[config.mk]
export PLATFORM = sky130hd
export DESIGN_NAME = prbg_seq_ctrl
export DESIGN_NICKNAME = d
export VERILOG_FILES = /design/src/rtl/prbg_seq_ctrl.sv
export SDC_FILE = /design/constraint.sdc
export NUM_CORES = 1
export LEC_CHECK = 0
export CAP_MARGIN = 15
export CORE_ASPECT_RATIO = 2
export CORE_MARGIN = 1.5
export CORE_UTILIZATION = 49
export CTS_BUF_LIST = sky130_fd_sc_hd__clkbuf_8
export DETAILED_ROUTE_END_ITERATION = 8
export PLACE_DENSITY = 0.89
export SLEW_MARGIN = 20
export SYNTH_ARGS = -nofsm -noshare
export SYNTH_HDL_FRONTEND = slang
export SYNTH_SLANG_ARGS = --single-unit
[constraint.sdc]
create_clock -name clk -period 3.4 [get_ports clk]
set_input_delay 0.68 -clock clk [delete_from_list [all_inputs] [get_ports clk]]
set_output_delay 0.68 -clock clk [all_outputs]
set_load 0.005 [all_outputs]
[src/rtl/prbg_seq_ctrl.sv]
// Sequencing controller for the KCR pseudorandom bit generator: owns the KCR
// configuration, strobes loads, drops warm-up bits and packs Z into words.
module prbg_seq_ctrl #(
  parameter int WORD_W       = 8,
  parameter int SEED_HOLD    = 2,
  parameter int WARMUP       = 4,
  parameter int RESEED_WORDS = 0
) (
  input  logic              clk,
  input  logic              rst,
  input  logic              cfg_we,
  input  logic [2:0]        cfg_addr,
  input  logic [7:0]        cfg_data,
  input  logic              go,
  input  logic              stop,
  output logic [31:0]       gen_seed,
  output logic [11:0]       gen_mul,
  output logic [15:0]       gen_inc,
  output logic              gen_start,
  input  logic              gen_z,
  output logic [WORD_W-1:0] dout,
  output logic              dout_valid,
  input  logic              dout_ready,
  output logic              busy,
  output logic              overrun
);

  typedef enum logic [1:0] {IDLE, LOAD, WARM, RUN} state_t;

  localparam logic [15:0] HOLD_LAST   = 16'(SEED_HOLD - 1);
  localparam logic [15:0] WARM_LAST   = 16'((WARMUP > 0) ? WARMUP - 1 : 0);
  localparam logic [4:0]  BIT_LAST    = 5'(WORD_W - 1);
  localparam logic [15:0] RESEED_LAST = 16'((RESEED_WORDS > 0) ? RESEED_WORDS - 1 : 0);

  state_t state, state_d;

  logic [7:0]        x, y, p, q, b3, b4;
  logic [2:0]        r1, r2, r3, r4;
  logic [15:0]       phase_cnt;
  logic [4:0]        bit_cnt;
  logic [WORD_W-1:0] shreg;
  logic [WORD_W-1:0] word;
  logic [15:0]       word_cnt;
  logic [1:0]        fifo_cnt;
  logic [WORD_W-1:0] fifo_q [2];
  logic              wr_pos;
  logic              space, pop, push_req, push_ok, reseed, start_run;

  // ---------------- configuration registers ----------------
  // NOTE: sequential state uses non-blocking (<=) so every register samples pre-edge values.
  always_ff @(posedge clk or posedge rst) begin
    if (rst) begin
      x  <= 8'd25;
      y  <= 8'd15;
      p  <= 8'd10;
      q  <= 8'd13;
      b3 <= 8'd47;
      b4 <= 8'd23;
      r1 <= 3'd4;
      r2 <= 3'd2;
      r3 <= 3'd4;
      r4 <= 3'd3;
    end else if (cfg_we && state == IDLE) begin
      case (cfg_addr)
        3'd0: x  <= cfg_data;
        3'd1: y  <= cfg_data;
        3'd2: p  <= cfg_data;
        3'd3: q  <= cfg_data;
        3'd4: b3 <= cfg_data;
        3'd5: b4 <= cfg_data;
        3'd6: begin
          r1 <= cfg_data[5:3];
          r2 <= cfg_data[2:0];
        end
        3'd7: begin
          r3 <= cfg_data[5:3];
          r4 <= cfg_data[2:0];
        end
      endcase
    end
  end

  assign gen_seed  = {x, y, p, q};
  assign gen_mul   = {r1, r2, r3, r4};
  assign gen_inc   = {b3, b4};
  assign gen_start = (state == LOAD);
  assign busy      = (state != IDLE);

  // ---------------- handshake / buffer status ----------------
  assign word       = {shreg[WORD_W-2:0], gen_z};
  assign dout_valid = (fifo_cnt != 2'd0);
  assign dout       = fifo_q[0];
  assign pop        = dout_valid && dout_ready;
  assign space      = (fifo_cnt != 2'd2) || pop;
  assign push_ok    = push_req && space;
  assign wr_pos     = ((fifo_cnt - {1'b0, pop}) == 2'd1);

  // ---------------- FSM ----------------
  always_ff @(posedge clk or posedge rst) begin
    if (rst) state <= IDLE;
    else     state <= state_d;
  end

  // NOTE: every output gets a default first so no path leaves one unassigned (no latch).
  always_comb begin
    state_d   = state;
    push_req  = 1'b0;
    reseed    = 1'b0;
    start_run = 1'b0;
    case (state)
      IDLE: if (go) begin
        state_d   = LOAD;
        start_run = 1'b1;
      end
      LOAD: begin
        if (stop)                         state_d = IDLE;
        else if (phase_cnt == HOLD_LAST)  state_d = (WARMUP == 0) ? RUN : WARM;
      end
      WARM: begin
        if (stop)                         state_d = IDLE;
        else if (phase_cnt == WARM_LAST)  state_d = RUN;
      end
      RUN: begin
        if (stop) begin
          state_d = IDLE;
        end else if (bit_cnt == BIT_LAST) begin
          push_req = 1'b1;
          // Only a word that actually lands in the buffer counts towards a reload.
          if (RESEED_WORDS != 0 && space && word_cnt == RESEED_LAST) begin
            reseed  = 1'b1;
            state_d = LOAD;
          end
        end
      end
      default: state_d = IDLE;
    endcase
  end

  // ---------------- datapath ----------------
  always_ff @(posedge clk or posedge rst) begin
    if (rst) begin
      phase_cnt <= '0;
      bit_cnt   <= '0;
      shreg     <= '0;
      word_cnt  <= '0;
      overrun   <= 1'b0;
    end else begin
      if (state_d != state || state == IDLE) phase_cnt <= '0;
      else                                   phase_cnt <= phase_cnt + 16'd1;

      if (state == RUN && state_d == RUN && bit_cnt != BIT_LAST) bit_cnt <= bit_cnt + 5'd1;
      else                                                       bit_cnt <= '0;

      if (state == RUN) shreg <= word;

      if (start_run || reseed)                  word_cnt <= '0;
      else if (push_ok && word_cnt != 16'hFFFF) word_cnt <= word_cnt + 16'd1;

      if (start_run)                overrun <= 1'b0;
      else if (push_req && !space)  overrun <= 1'b1;
    end
  end

  // Two-entry buffer; entry 0 is always the head presented on dout.
  // NOTE: FIFO entries are reset too, so dout reads 0 out of reset rather than X.
  always_ff @(posedge clk or posedge rst) begin
    if (rst) begin
      fifo_q[0] <= '0;
      fifo_q[1] <= '0;
      fifo_cnt  <= '0;
    end else begin
      if (pop)     fifo_q[0]      <= fifo_q[1];
      if (push_ok) fifo_q[wr_pos] <= word;
      fifo_cnt <= fifo_cnt + {1'b0, push_ok} - {1'b0, pop};
    end
  end

endmodule

Word level (Yosys, flattened, before mapping) --
Cells that the tools add are included.
Word-level totals: register bits after elaboration 109, input port bits 18
Operators by class: equality and inequality tests 18, reductions and logical operators 23, mux-type cells 21, bitwise operators 1, magnitude comparators 2, add/subtract/negate cells 5
Operator list (count):
- 16-bit two-way mux | 2
- 16-bit by 1-bit adder with 16-bit output (second input constant) | 1
- 16-bit bitwise mux | 1
- 16-bit by 1-bit equality test with 1-bit output (second input constant) | 1
- 16-bit by 2-bit equality test with 1-bit output (second input constant) | 1
- 8-bit two-way mux | 2
- 2-bit AND reduction | 8
- 3-bit equality test (second input constant) | 4
- 2-bit two-way mux | 6
- 8-bit demux with 1-bit select | 1
- 2-bit case mux with 4 select lines | 1
- 1-bit logical AND | 7
- 1-bit two-way mux | 7
- 2-bit equality test (second input constant) | 3
- 3-bit by 2-bit equality test with 1-bit output (second input constant) | 2
- 2-bit nonzero test | 3
- 5-bit by 1-bit adder with 5-bit output (second input constant) | 1
- 5-bit by 3-bit equality test with 1-bit output (second input constant) | 1
- 5-bit two-way mux | 1
- 5-bit by 3-bit inequality test with 1-bit output (second input constant) | 1
- 2-bit by 1-bit equality test with 1-bit output (second input constant) | 2
- 2-bit by 1-bit subtractor with 2-bit output | 2
- 3-bit by 1-bit equality test with 1-bit output (second input constant) | 1
- 3-bit zero test | 1
- 9 further kinds | 10

Logic depth before layout (Yosys ltp) --
depth in word-level cells 11, gate-level depth with buffers 10, gate-level depth less buffers 9

Worst setup path before layout --
OpenSTA, ideal clock, no wires.
kind reg-to-reg, start register fifo_cnt[0], end register (tool-made name), slack 1.210 ns, data required time 3.275 ns, path buffers 1, data arrival time 2.065 ns, stages on the path, launching flop included 10, path through dfrtp_1 or2_2 clkbuf_1 nand2_2 inv_1 ha_1 xor2_1 nor2_1 nand3_4 mux2_4
RTL lines:
- from (decl) | line 44 | logic [1:0] fifo_cnt;
- from (signal assigned) | line 174 | fifo_cnt <= fifo_cnt + {1'b0, push_ok} - {1'b0, pop};

Worst setup path after layout --
start input dout_ready, end register fifo_q, in the netlist dout[6]
On the way: longest elaborated chain between the ends 10, elaborated cells between the ends (all ways) 14
RTL lines:
- from (decl) | line 23 | input logic dout_ready,
- 1-bit logical AND (*) | line 93 | assign pop = dout_valid && dout_ready;
- 2-bit by 1-bit subtractor with 2-bit output | line 96 | assign wr_pos = ((fifo_cnt - {1'b0, pop}) == 2'd1);
- 2-bit by 1-bit equality test with 1-bit output | line 96
- 1-bit inverter with 2-bit output (implied by the code) | line 173 | if (push_ok) fifo_q[wr_pos] <= word;
- 2-bit greater-or-equal comparator (implied by the code) / 2-bit by 1-bit less-than comparator with 1-bit output (equally long branches) | line 173
- 1-bit logical AND (implied by the code) | line 173
- 8-bit two-way mux (implied by the code) | line 173
- 8-bit demux with 1-bit select | line 173
- 16-bit bitwise mux | line 173
- 16-bit two-way mux (*) | line 173
- to (signal, indexed assignment) | line 173
- to (decl) | line 45 | logic [WORD_W-1:0] fifo_q [2];
Every way passes the cells marked *; elsewhere a longest branch is shown, timed or not. A chain may end at the register's enable or synchronous reset.

==> results.md <==
* YS warnings at 0
* Lkg Pwr at 2.59 nW
* Final min period at 2.36 ns
* Row count at 50
* Worst hold path depth at 1
* Layout area overhead at 23.9%
* Async set or reset register ratio after synthesis at 1.00
* Final wirelength at 9740 microns
* Yosys top cell area share at 0.434
* Critical Path AT at 2.64 ns
* DIE AREA at 10400 sq um
* Post-CTS Hold Fix Bufs at 0
* Number of buffers created by CTS at 9
* Post-route ant nets at 0
* Drt initial violations at 170
* RR Startpoint: fifo_cnt[1]$_DFF_PP0_
* Max Cap Viol at 0
* Maximum clock frequency at 425 MHz
* Hold Path Class: register to register
* Hold_sp: bit_cnt[0]$_DFF_PP0_
* Worst slew pin tran at 0.696 ns
* Cell variety after synth at 43
* GR Overflow Total at 0
* Worst-path fanout max at 16
* Most instantiated library cell after synthesis: dfrtp_1
* 1st-pass router iterations at 4
* Ranking of synthesized cells by area: dfrtp_1 (43%), mux2_2 (14%), dfstp_2 (14%)
* Final hold vios at 0
* Syn Inst Count at 351
* Worst Clk Skew at 0.0177 ns
* H-tree depth at 3
* Syn_area_per_cell at 13.6 sq um
* DR vias at 3020
* Core area at 9450 sq um
* Clock Pin Slew Worst Setup and Hold Paths at 0.10 ns
* GRT Overall Usage at 0.202
* Vias in the first global route at 3195
* Deepest clock path buffer count at 2
* Number of synthesized flops with an enable pin at 0
* Cells on worst reg2reg path at 8
* Initial antenna violation count at 0
* Setup TNS at 0 ns
* Sink Count at 109
* DR vias/cell at 5.29
* Post-CTS Setup Bufs at 0
* Worst skew pair latency at 0.37 ns
* CP Launch Type: input port
* Top_reg_cell synth: dfrtp_1
* Root buffer cell: clkbuf_8
* CP Capture Type: register
* Cell Pwr Density at 738 nW/um^2
* R2R Setup Slk at 1.05 ns
* TritonCTS clock tree: built
* Max Slew Vio Count at 0
* WS Path Type: input port to register
* Final period util at 0.693
* Post-synth top area cell: dfrtp_1
* Max transition margin at 0.536
* Global-route wire length before repair at 16000 microns
* DRC Markers at 0
* Routability cong. at 0.816
* Cells along the critical path: clkdlybuf4s50_1 > nand2_2 > inv_1 > ha_1 > xor2_1 > o2111ai_2 > nor2_1 > a21oi_1
* Most instantiated cells after synthesis: dfrtp_1 (83), mux2_2 (61), nor2_1 (28)
* Status: completed
* Die Height at 143 microns
* Largest net degree at the start of global routing at 110
* Die extent in x at 72.9 microns
* Final HPWL DP at 7080 microns
* Resize count post-CTS at 0
* Routed len/inst at 17.1 microns
* Synthesized area at 4790 sq um
* Io pins at 90
* Sequential share of the synthesized area at 0.577
* Port Buffer Count at 89
* Hold Path Sink: bit_cnt[0]$_DFF_PP0_
* Slowest CP cell: o2111ai_2
* Fillers at 716
* Nets at 460
* Final core occ at 0.628
* VDD IR-drop max at 0.569 mV
* Final number of setup-violating endpoints at 0
* Number of diodes at 0
* R2R Path End: dout[6]$_DFF_PP0_
* Crit-path max cell delay at 0.58 ns
* Layout cell share with drive strength beyond 1 at 0.308
* CP Data Required Time at 3.69 ns
* RSZ-0062 raised after global routing: false
* Post-Syn Nets at 375
* Initial Util at 0.507
* Seq cells post-synth at 109
## sequential cells by signal, indices dropped and copies added (netlist names), named ones only
register,flops
r1,3
r3,3
state,2
bit_cnt,5
fifo_cnt,2
overrun,1
b3,8
r4,3
y,8
phase_cnt,16
dout,8
b4,8
x,8
r2,3
p,8
shreg,7
q,8
## worst max path at each step
stage                           from                end  slack [ns]  depth (start not counted)
2_1_floorplan  fifo_cnt[0]$_DFF_PP0_           register        1.21                          9
3_3_place_gp              dout_ready           register        0.76                          8
3_5_place_dp              dout_ready  dout[0]$_DFF_PP0_        0.68                          8
4_1_cts           state[1]$_DFF_PP0_               busy        1.02                          3
5_1_grt                   dout_ready  dout[7]$_DFF_PP0_        0.85                          8
6_report                  dout_ready  dout[6]$_DFF_PP0_        1.04                          8
## placed cells by master, fill, tap and decap left out, types with 4 or more instances in the layout
| master | n |
|---|---|
| ha_1 | 6 |
| mux2i_1 | 8 |
| nor3_1 | 4 |
| dfstp_2 | 26 |
| nor4_1 | 4 |
| mux2_2 | 61 |
| a21oi_1 | 12 |
| nand2_1 | 8 |
| nand3_1 | 9 |
| dfrtp_1 | 83 |
| clkdlybuf4s50_1 | 89 |
| xor2_1 | 12 |
| xnor2_1 | 6 |
| clkbuf_8 | 10 |
| inv_1 | 9 |
| nand2_2 | 6 |
| nand4_1 | 8 |
| nor2_1 | 28 |
| mux2_4 | 14 |
## through the flow
stage | setup WS [ns] | cell area [sq um] | power [W] | std cells | hold slack (ns)
floorplan | 1.21 | 4790 | 0.00271 | 351 | 0.430
global placement | 0.762 | 5740 | 0.00361 | 555 | 0.446
detailed placement | 0.676 | 5740 | 0.00367 | 555 | 0.466
CTS | 1.02 | 5930 | 0.00444 | 571 | 0.480
global route | 0.850 | 5930 | 0.00463 | 571 | 0.508
finish | 1.04 | 5930 | 0.00437 | 571 | 0.474
## worst max-delay path: cells and delay by family
kind	cells	cell delay, ns
AO/OA/AOI/OAI	2	0.72
buffers and inverters	2	0.55
AND/OR/NAND/NOR	2	0.32
adder cells (fa/ha/maj)	1	0.20
XOR/XNOR	1	0.16
## layout make-up
type	instances	area, sq um	area share
well taps	130	163	0.0274
clock buffers	10	138	0.0232
clock inverters	6	51.3	0.00865
repair buffers	90	911	0.154
multi-input cells	216	1870	0.315
flip-flops and latches	109	2760	0.465
inverters	10	41.3	0.00696
## kinds of logic after synthesis
group                    share of synthesized area
XOR/XNOR                                    0.0329
multiplexers                                 0.204
buffers and inverters                       0.0332
flip-flops                                   0.577
AO/OA/AOI/OAI                               0.0275
adder cells (fa/ha/maj)                     0.0157
AND/OR/NAND/NOR                              0.110
## metal layers
layer,track usage,up-vias,part of all wire
met5,0,-,0
met4,0.0933,0,0.030
met3,0.0416,16,0.040
met2,0.347,87,0.55
met1,0.237,1513,0.38
li1,-,1404,-
## power by group
group          switching (W)  total (W)  internal [W]  leakage (nW)
sequential          0.000264    0.00208       0.00182          1.35
clock               0.000450   0.000750      0.000299        0.0957
combinational       0.000508    0.00154       0.00104          1.14
Note: power is estimated with default switching activity, not from simulation.
